[src/rtl/fifo_frame_writer_pkg.sv]
`default_nettype none
// ============================================================================
//  Module   : fifo_frame_writer_pkg
//  Purpose  : Shared types and helpers for the frame writer: FSM state
//             encoding, position of the {last} flag in a FIFO word, and the
//             width of the in-frame sample index.
//  Revision : 1.0  initial release
// ============================================================================
package fifo_frame_writer_pkg;

    // Frame writer FSM states, explicit 2-bit encoding.
    typedef enum logic [1:0] {
        ST_IDLE   = 2'd0,
        ST_ARM    = 2'd1,
        ST_STREAM = 2'd2,
        ST_DROP   = 2'd3
    } state_t;

    // The {last} flag sits directly above the sample bits: LAST_BIT = SAMPLE_W.
    function automatic int last_bit_of(input int sample_w);
        return sample_w;
    endfunction

    // Sample index width: $clog2(FRAME_LEN) (FRAME_LEN >= 2, so never 0).
    function automatic int idx_w_of(input int frame_len);
        return $clog2(frame_len);
    endfunction

endpackage : fifo_frame_writer_pkg
`default_nettype wire

[src/rtl/frame_space_check.sv]
`default_nettype none
// ============================================================================
//  Module   : frame_space_check
//  Purpose  : Combinational admit decision for a new frame. Computes the FIFO
//             free space, minus the writes still in flight towards
//             fifo_count, and compares it with the frame length.
//  Ports    : fifo_full  in   FIFO full flag (count has wrapped to 0 when set)
//             fifo_count in   write-domain fill count
//             admit      out  1 when a whole frame fits
//  Revision : 1.0  initial release
// ============================================================================
module frame_space_check #(
    parameter int DEPTH_W    = 10,
    parameter int FRAME_LEN  = 256,
    parameter int LAT_MARGIN = 2
) (
    input  logic               fifo_full,
    input  logic [DEPTH_W-1:0] fifo_count,
    output logic               admit
);

    // One extra bit beyond DEPTH_W+1 gives a sign bit, so that
    // depth - count - margin can go negative without wrapping.
    localparam logic signed [DEPTH_W+1:0] c_depth     = (DEPTH_W+2)'(2**DEPTH_W);
    localparam logic signed [DEPTH_W+1:0] c_margin    = (DEPTH_W+2)'(LAT_MARGIN);
    localparam logic        [DEPTH_W:0]   c_frame_len = (DEPTH_W+1)'(FRAME_LEN);

    logic signed [DEPTH_W+1:0] w_diff;
    logic        [DEPTH_W:0]   w_space;

    assign w_diff = c_depth - $signed({2'b00, fifo_count}) - c_margin;

    always_comb begin
        w_space = '0;
        // fifo_count reads 0 when full, so the full flag must override it.
        if (!fifo_full && !w_diff[DEPTH_W+1]) begin
            w_space = w_diff[DEPTH_W:0];
        end
    end

    assign admit = (w_space >= c_frame_len);

endmodule : frame_space_check
`default_nettype wire

[src/rtl/fifo_frame_writer.sv]
`default_nettype none
// ============================================================================
//  Module   : fifo_frame_writer
//  Purpose  : Write-side producer for the audio async FIFO (clk_write domain).
//             Pushes samples as whole frames of FRAME_LEN words {last, sample};
//             a frame that does not fit is dropped in full so the reader never
//             sees a partial frame.
//  Ports    : clk_write, rst_n (async, active-low)
//             enable, sample_valid, sample_data     - sample stream in
//             fifo_full, fifo_count                 - FIFO write-side status
//             clear_ovf                             - clears overflow
//             fifo_write, fifo_data                 - FIFO write port
//             frame_done, overflow, drop_count      - status
//  Config   : FRAME_WRITER_STATS_EN - when defined, drop_count is a saturating
//             16-bit dropped-frame counter; otherwise it is tied to 0.
//  Revision : 1.0  initial release
// ============================================================================
module fifo_frame_writer
    import fifo_frame_writer_pkg::*;
#(
    parameter int SAMPLE_W   = 16,
    parameter int DEPTH_W    = 10,
    parameter int FRAME_LEN  = 256,
    parameter int LAT_MARGIN = 2
) (
    input  logic                clk_write,
    input  logic                rst_n,
    input  logic                enable,
    input  logic                sample_valid,
    input  logic [SAMPLE_W-1:0] sample_data,
    input  logic                fifo_full,
    input  logic [DEPTH_W-1:0]  fifo_count,
    input  logic                clear_ovf,
    output logic                fifo_write,
    output logic [SAMPLE_W:0]   fifo_data,
    output logic                frame_done,
    output logic                overflow,
    output logic [15:0]         drop_count
);

    localparam int LAST_BIT = last_bit_of(SAMPLE_W);
    localparam int IDX_W    = idx_w_of(FRAME_LEN);

    localparam logic [IDX_W-1:0] c_idx_last = IDX_W'(FRAME_LEN - 1);
    localparam logic [IDX_W-1:0] c_idx_one  = IDX_W'(1);

    state_t              r_state;
    state_t              w_state_next;
    logic [IDX_W-1:0]    r_idx;
    logic [IDX_W-1:0]    w_idx_next;

    logic                w_admit;
    logic                w_write;
    logic                w_last;
    logic                w_drop;        // frame rejected at its first sample
    logic                w_ovf_set;
    logic                w_frame_end;   // last index consumed in STREAM or DROP

    logic                r_fifo_write;
    logic [SAMPLE_W:0]   r_fifo_data;
    logic                r_frame_done;
    logic                r_overflow;

    frame_space_check #(
        .DEPTH_W    (DEPTH_W),
        .FRAME_LEN  (FRAME_LEN),
        .LAT_MARGIN (LAT_MARGIN)
    ) u_space_check (
        .fifo_full  (fifo_full),
        .fifo_count (fifo_count),
        .admit      (w_admit)
    );

    // ------------------------------------------------------------------
    // State and index registers
    // ------------------------------------------------------------------
    always_ff @(posedge clk_write or negedge rst_n) begin
        if (!rst_n) begin
            r_state <= ST_IDLE;
            r_idx   <= '0;
        end else begin
            r_state <= w_state_next;
            r_idx   <= w_idx_next;
        end
    end

    // ------------------------------------------------------------------
    // Next-state logic
    // ------------------------------------------------------------------
    always_comb begin
        w_state_next = r_state;
        case (r_state)
            ST_IDLE: begin
                if (enable) w_state_next = ST_ARM;
            end
            ST_ARM: begin
                // Losing enable before a frame starts returns to IDLE even if
                // a sample is present: no new frame may begin.
                if (!enable)          w_state_next = ST_IDLE;
                else if (sample_valid) w_state_next = w_admit ? ST_STREAM : ST_DROP;
            end
            ST_STREAM, ST_DROP: begin
                // A started frame always runs to completion; enable only
                // decides where to go afterwards.
                if (w_frame_end) w_state_next = enable ? ST_ARM : ST_IDLE;
            end
            default: w_state_next = ST_IDLE;
        endcase
    end

    // ------------------------------------------------------------------
    // Per-cycle actions
    // ------------------------------------------------------------------
    always_comb begin
        w_write     = 1'b0;
        w_last      = 1'b0;
        w_drop      = 1'b0;
        w_ovf_set   = 1'b0;
        w_frame_end = 1'b0;
        w_idx_next  = r_idx;
        case (r_state)
            ST_ARM: begin
                // The admit check runs on the same cycle as the first sample;
                // LAT_MARGIN covers the previous frame's writes not yet in
                // fifo_count.
                if (enable && sample_valid) begin
                    w_write    = w_admit;
                    w_drop     = !w_admit;
                    w_ovf_set  = !w_admit;
                    w_idx_next = c_idx_one;
                end
            end
            ST_STREAM: begin
                if (sample_valid) begin
                    // A full FIFO here should never happen; the word is lost
                    // but the index keeps advancing to preserve alignment.
                    w_write     = !fifo_full;
                    w_ovf_set   = fifo_full;
                    w_last      = (r_idx == c_idx_last);
                    w_frame_end = w_last;
                    w_idx_next  = w_last ? '0 : r_idx + c_idx_one;
                end
            end
            ST_DROP: begin
                if (sample_valid) begin
                    w_frame_end = (r_idx == c_idx_last);
                    w_idx_next  = w_frame_end ? '0 : r_idx + c_idx_one;
                end
            end
            default: ;
        endcase
    end

    // ------------------------------------------------------------------
    // Output registers (one cycle from sample_valid to fifo_write)
    // ------------------------------------------------------------------
    always_ff @(posedge clk_write or negedge rst_n) begin
        if (!rst_n) begin
            r_fifo_write <= 1'b0;
            r_fifo_data  <= '0;
            r_frame_done <= 1'b0;
            r_overflow   <= 1'b0;
        end else begin
            r_fifo_write <= w_write;
            r_frame_done <= w_write && w_last;
            if (w_write) begin
                r_fifo_data[LAST_BIT]     <= w_last;
                r_fifo_data[LAST_BIT-1:0] <= sample_data;
            end
            // Setting wins over a simultaneous clear.
            if (w_ovf_set)      r_overflow <= 1'b1;
            else if (clear_ovf) r_overflow <= 1'b0;
        end
    end

    assign fifo_write = r_fifo_write;
    assign fifo_data  = r_fifo_data;
    assign frame_done = r_frame_done;
    assign overflow   = r_overflow;

`ifdef FRAME_WRITER_STATS_EN
    logic [15:0] r_drop_count;

    // Saturating; cleared only by reset.
    always_ff @(posedge clk_write or negedge rst_n) begin
        if (!rst_n) begin
            r_drop_count <= '0;
        end else if (w_drop && (r_drop_count != 16'hFFFF)) begin
            r_drop_count <= r_drop_count + 16'd1;
        end
    end

    assign drop_count = r_drop_count;
`else
    assign drop_count = '0;
`endif

endmodule : fifo_frame_writer
`default_nettype wire

[config.mk]
export PLATFORM = sky130hd
export DESIGN_NAME = fifo_frame_writer
export DESIGN_NICKNAME = d
export VERILOG_FILES = /design/src/rtl/fifo_frame_writer_pkg.sv /design/src/rtl/frame_space_check.sv /design/src/rtl/fifo_frame_writer.sv
export SDC_FILE = /design/constraint.sdc
export NUM_CORES = 1
export LEC_CHECK = 0
export BUFFER_PORTS_ARGS = -buffer_cell sky130_fd_sc_hd__buf_4
export CORE_AREA = 2 2 68 70
export CTS_CLUSTER_DIAMETER = 120
export DETAILED_ROUTE_END_ITERATION = 6
export DIE_AREA = 0 0 70 72
export PLACE_DENSITY = 0.77
export SETUP_SLACK_MARGIN = 0.1
export SLEW_MARGIN = 20
export SYNTH_ARGS = -nofsm -noshare
export SYNTH_HDL_FRONTEND = slang
export SYNTH_SLANG_ARGS = --single-unit
export TNS_END_PERCENT = 100
[constraint.sdc]
create_clock -name clk_write -period 2.4 [get_ports clk_write]
set_input_delay 0.48 -clock clk_write [delete_from_list [all_inputs] [get_ports clk_write]]
set_output_delay 0.48 -clock clk_write [all_outputs]
set_load 0.03 [all_outputs]
==> Implementation_results.wiki <==
{| class="wikitable"
! Metric !! Value
|-
| Setup-violating endpoint count in the final report || 0
|-
| Die outline height || 72 um
|-
| Number of input and output port buffers inserted || 51
|-
| Min-Delay Path Class || in -> async
|-
| Number of fill cells || 390
|-
| Post-Place Worst Slack || 158 ps
|-
| Library cell with the largest summed area after synthesis || dfrtp_1
|-
| Worst Hold Margin || 106 ps
|-
| Filler-free cell count of the finished design || 349
|-
| EDFF count, synth || 0
|-
| Minimum period implied by the final worst setup slack || slightly below 2000 ps
|-
| Total number of nets in the final design || 335
|-
| Clock latency on the worst-skew pair || 290 ps
|-
| Number of detailed-route iterations in the first pass || 4
|-
| Run status || completed
|-
| TritonCTS clock tree || built
|-
| Leading cell types in the layout, fill and taps excluded || buf_4, nand2_1, dfrtp_1
|-
| Syn Std Cell Area || 2090 um^2
|-
| Worst slew margin relative to its limit || 51.5%
|-
| Dominant register cell in the synthesized netlist || dfrtp_1
|-
| Share of the cycle needed by the critical path after routing || 82.5%
|-
| Ant diodes || 0
|-
| Final-layout setup total negative slack || 0 ps
|-
| Multi-input gate area || 1180 um^2
|-
| Total power divided by cell area || 815 nW/um^2
|-
| Type of the setup path with the least slack || reg -> reg
|-
| Fraction of final layout cells with drive strength greater than 1 || 23.2%
|-
| Setup bufs post-CTS || 0
|-
| Number of resized instances in the post-cts repair step || 0
|-
| Congestion Overflow GR || 0
|-
| Count of vias placed by the detailed router || around 2.0k
|-
| Via-per-instance ratio || around 5.7
|-
| Top cell type's share of synthesized area || a little over a third
|-
| Initial Utilization || 49.1%
|-
| Post-synthesis cell count || 252
|-
| Number of global-route vias before repair || 1719
|-
| # IOs || 68
|-
| Required time of the critical path || between 2000 and 3000 ps
|-
| Full die area || 5040 um^2
|-
| Leakage power total || around 0.0011 uW
|-
| DRC violations left || 0
|-
| Number of hold violations in the final report || 0
|-
| Commonest non-fill, non-tap cell in the layout || buf_4
|-
| Deepest level of the CTS H-tree || 2
|-
| Max-slew violations || 0
|-
| Mean instance size in the synthesized netlist || 8.31 um^2
|-
| Number of buffers inserted for hold repair after clock tree synthesis || 0
|-
| Post-detailed-route count of antenna-violating nets || 0
|-
| Maximum fanout count along the critical path || 12
|-
| Total clock sinks || 30
|-
| Area added between synthesis and finish || 21.4%
|-
| Worst Path Arrival || roughly 2200 ps
|-
| Worst-case setup margin in the final layout || 420 ps
|-
| Pin count of the biggest net entering global routing || 36
|-
| Number of CTS-inserted buffers || 5
|-
| CTS clk-pin slew, worst paths || 70 ps
|-
| Critical path launch point type || flip-flop
|-
| Placed cell count || 341
|-
| Initial detailed-routing violation count || ~170
|-
| Global-route total usage across every layer || 19.6%
|-
| Die width || 70 um
|-
| RD Place Congestion || 0.840
|-
| Reg area || 751 um^2
|-
| Area contributors post-synth || dfrtp_1, nand2_1, a311o_1
|-
| Post-synthesis sequential area ratio || about 36%
|-
| Avg WL per Cell || 14.0 um
|-
| Ys async rst share || 100%
|-
| Synth Warn # || 0
|-
| Total wire length after detailed routing || 4900 um
|-
| # rows || 24
|-
| RSZ-0062 raised after global routing || false
|-
| Max-cap viol count || 0
|-
| Unique masters post-synth || 41
|-
| Slew at the pin with the worst max-slew slack || a little over 700 ps
|-
| Wire length of the first global-routing pass || roughly 8000 um
|-
| Initial antenna violation count || 0
|-
| Number of synthesized register bits || 30
|-
| Floorplan Core Area || between 4000 and 5000 um^2
|-
| Peak Freq || approximately 0.5 GHz
|-
| HPWL after detailed placement || 3280 um
|-
| Largest voltage drop on the vdd net || 553 uV
|-
| Buffer levels on the longest clock path || 2
|-
| Maximum clock skew at final layout || 6.51 ps
|-
| CP Capture Type || flip-flop
|-
| Cell at the root of the clock tree || clkbuf_8
|}
[state kept, by name, summed over array words and instances (netlist names)]
register and cells:
fifo_write 1, overflow 1, fifo_data 17, r_idx 8, r_state 2, frame_done 1
[area by class of cell]
| cell class | count | share of cell area [%] |
|---|---|---|
| clock buffer | 7 | 3.39 |
| clock inverter | 1 | 0.197 |
| inverter | 5 | 0.738 |
| multi-input combinational | 198 | 46.6 |
| sequential | 30 | 29.5 |
| tap | 52 | 2.56 |
| timing repair buffer | 56 | 17.0 |
[final timing paths]
| check | startpoint | endpoint | slack, ps | cells past startpoint |
|---|---|---|---|---|
| min reg2reg | r_idx[5] | r_idx[5] | 510 | 1 |
| max reg2reg | r_state[0] | r_idx[4] | 420 | 7 |
| min | rst_n | fifo_data[14] | 110 | 1 |
| max | r_state[0] | r_idx[4] | 420 | 7 |
| max in group asynchronous | rst_n | r_idx[1] | 2000 | 1 |
| min in group clk_write | clear_ovf | overflow | 380 | 2 |
[layer usage]
layer	vias up	track usage (%)	part of all wire, %	wire length, um
met1	944	25.7	44	2160
met4	0	6.62	1.3	66
li1	979	-	-	-
met5	-	0	0	0
met2	65	31.4	48	2370
met3	8	5.69	6.1	301
[cell families after synthesis]
kind of cell / count (synthesis) / share of synthesized area (%)
AND/OR/NAND/NOR: 112 / 24.9
other: 1 / 0.179
adder cells (fa/ha/maj): 7 / 4.18
XOR/XNOR: 1 / 0.418
buffers and inverters: 39 / 10.5
flip-flops: 30 / 35.8
AO/OA/AOI/OAI: 62 / 24.0
[power by group]
| part | internal (uW) | switching, uW |
|---|---|---|
| clock | 231 | 195 |
| combinational | 379 | 610 |
| sequential | 582 | 76.1 |
| total | 1190 | 881 |
[per-stage QoR]
stage / power, uW / util, % / area [um^2]
after floorplan: 1390 / - / 2150
after detailed placement: 1640 / 57.4 / 2450
after global placement: 1620 / 57.4 / 2450
after CTS: 2070 / 59.5 / 2540
final: 2070 / 59.7 / 2540
after global routing: 2220 / 59.7 / 2540
[cell usage after synthesis (all sizes together), types with 2 or more instances]
| library cell | instances |
|---|---|
| a211oi | 2 |
| nand4 | 3 |
| o31ai | 2 |
| nand2b | 4 |
| o21bai | 2 |
| and3 | 3 |
| buf | 23 |
| ha | 7 |
| inv | 5 |
| nor3 | 3 |
| o22ai | 2 |
| a211o | 2 |
| dfrtp | 30 |
| a32oi | 17 |
| clkbuf | 11 |
| nand3 | 21 |
| o21ai | 7 |
| nand2 | 44 |
| a311o | 16 |
| o211ai | 3 |
| and2 | 2 |
| or2 | 2 |
| a21oi | 4 |
| nor2 | 25 |
[worst max-delay path, cell delays in order (launching register included)]
cell and delay, ps:
dfrtp_1 400, inv_1 100, ha_1 250, nor2_1 260, o21bai_1 120, a21o_1 300
nand2b_1 220, o31ai_1 230
No activity file was read; power rests on OpenSTA's default activity.
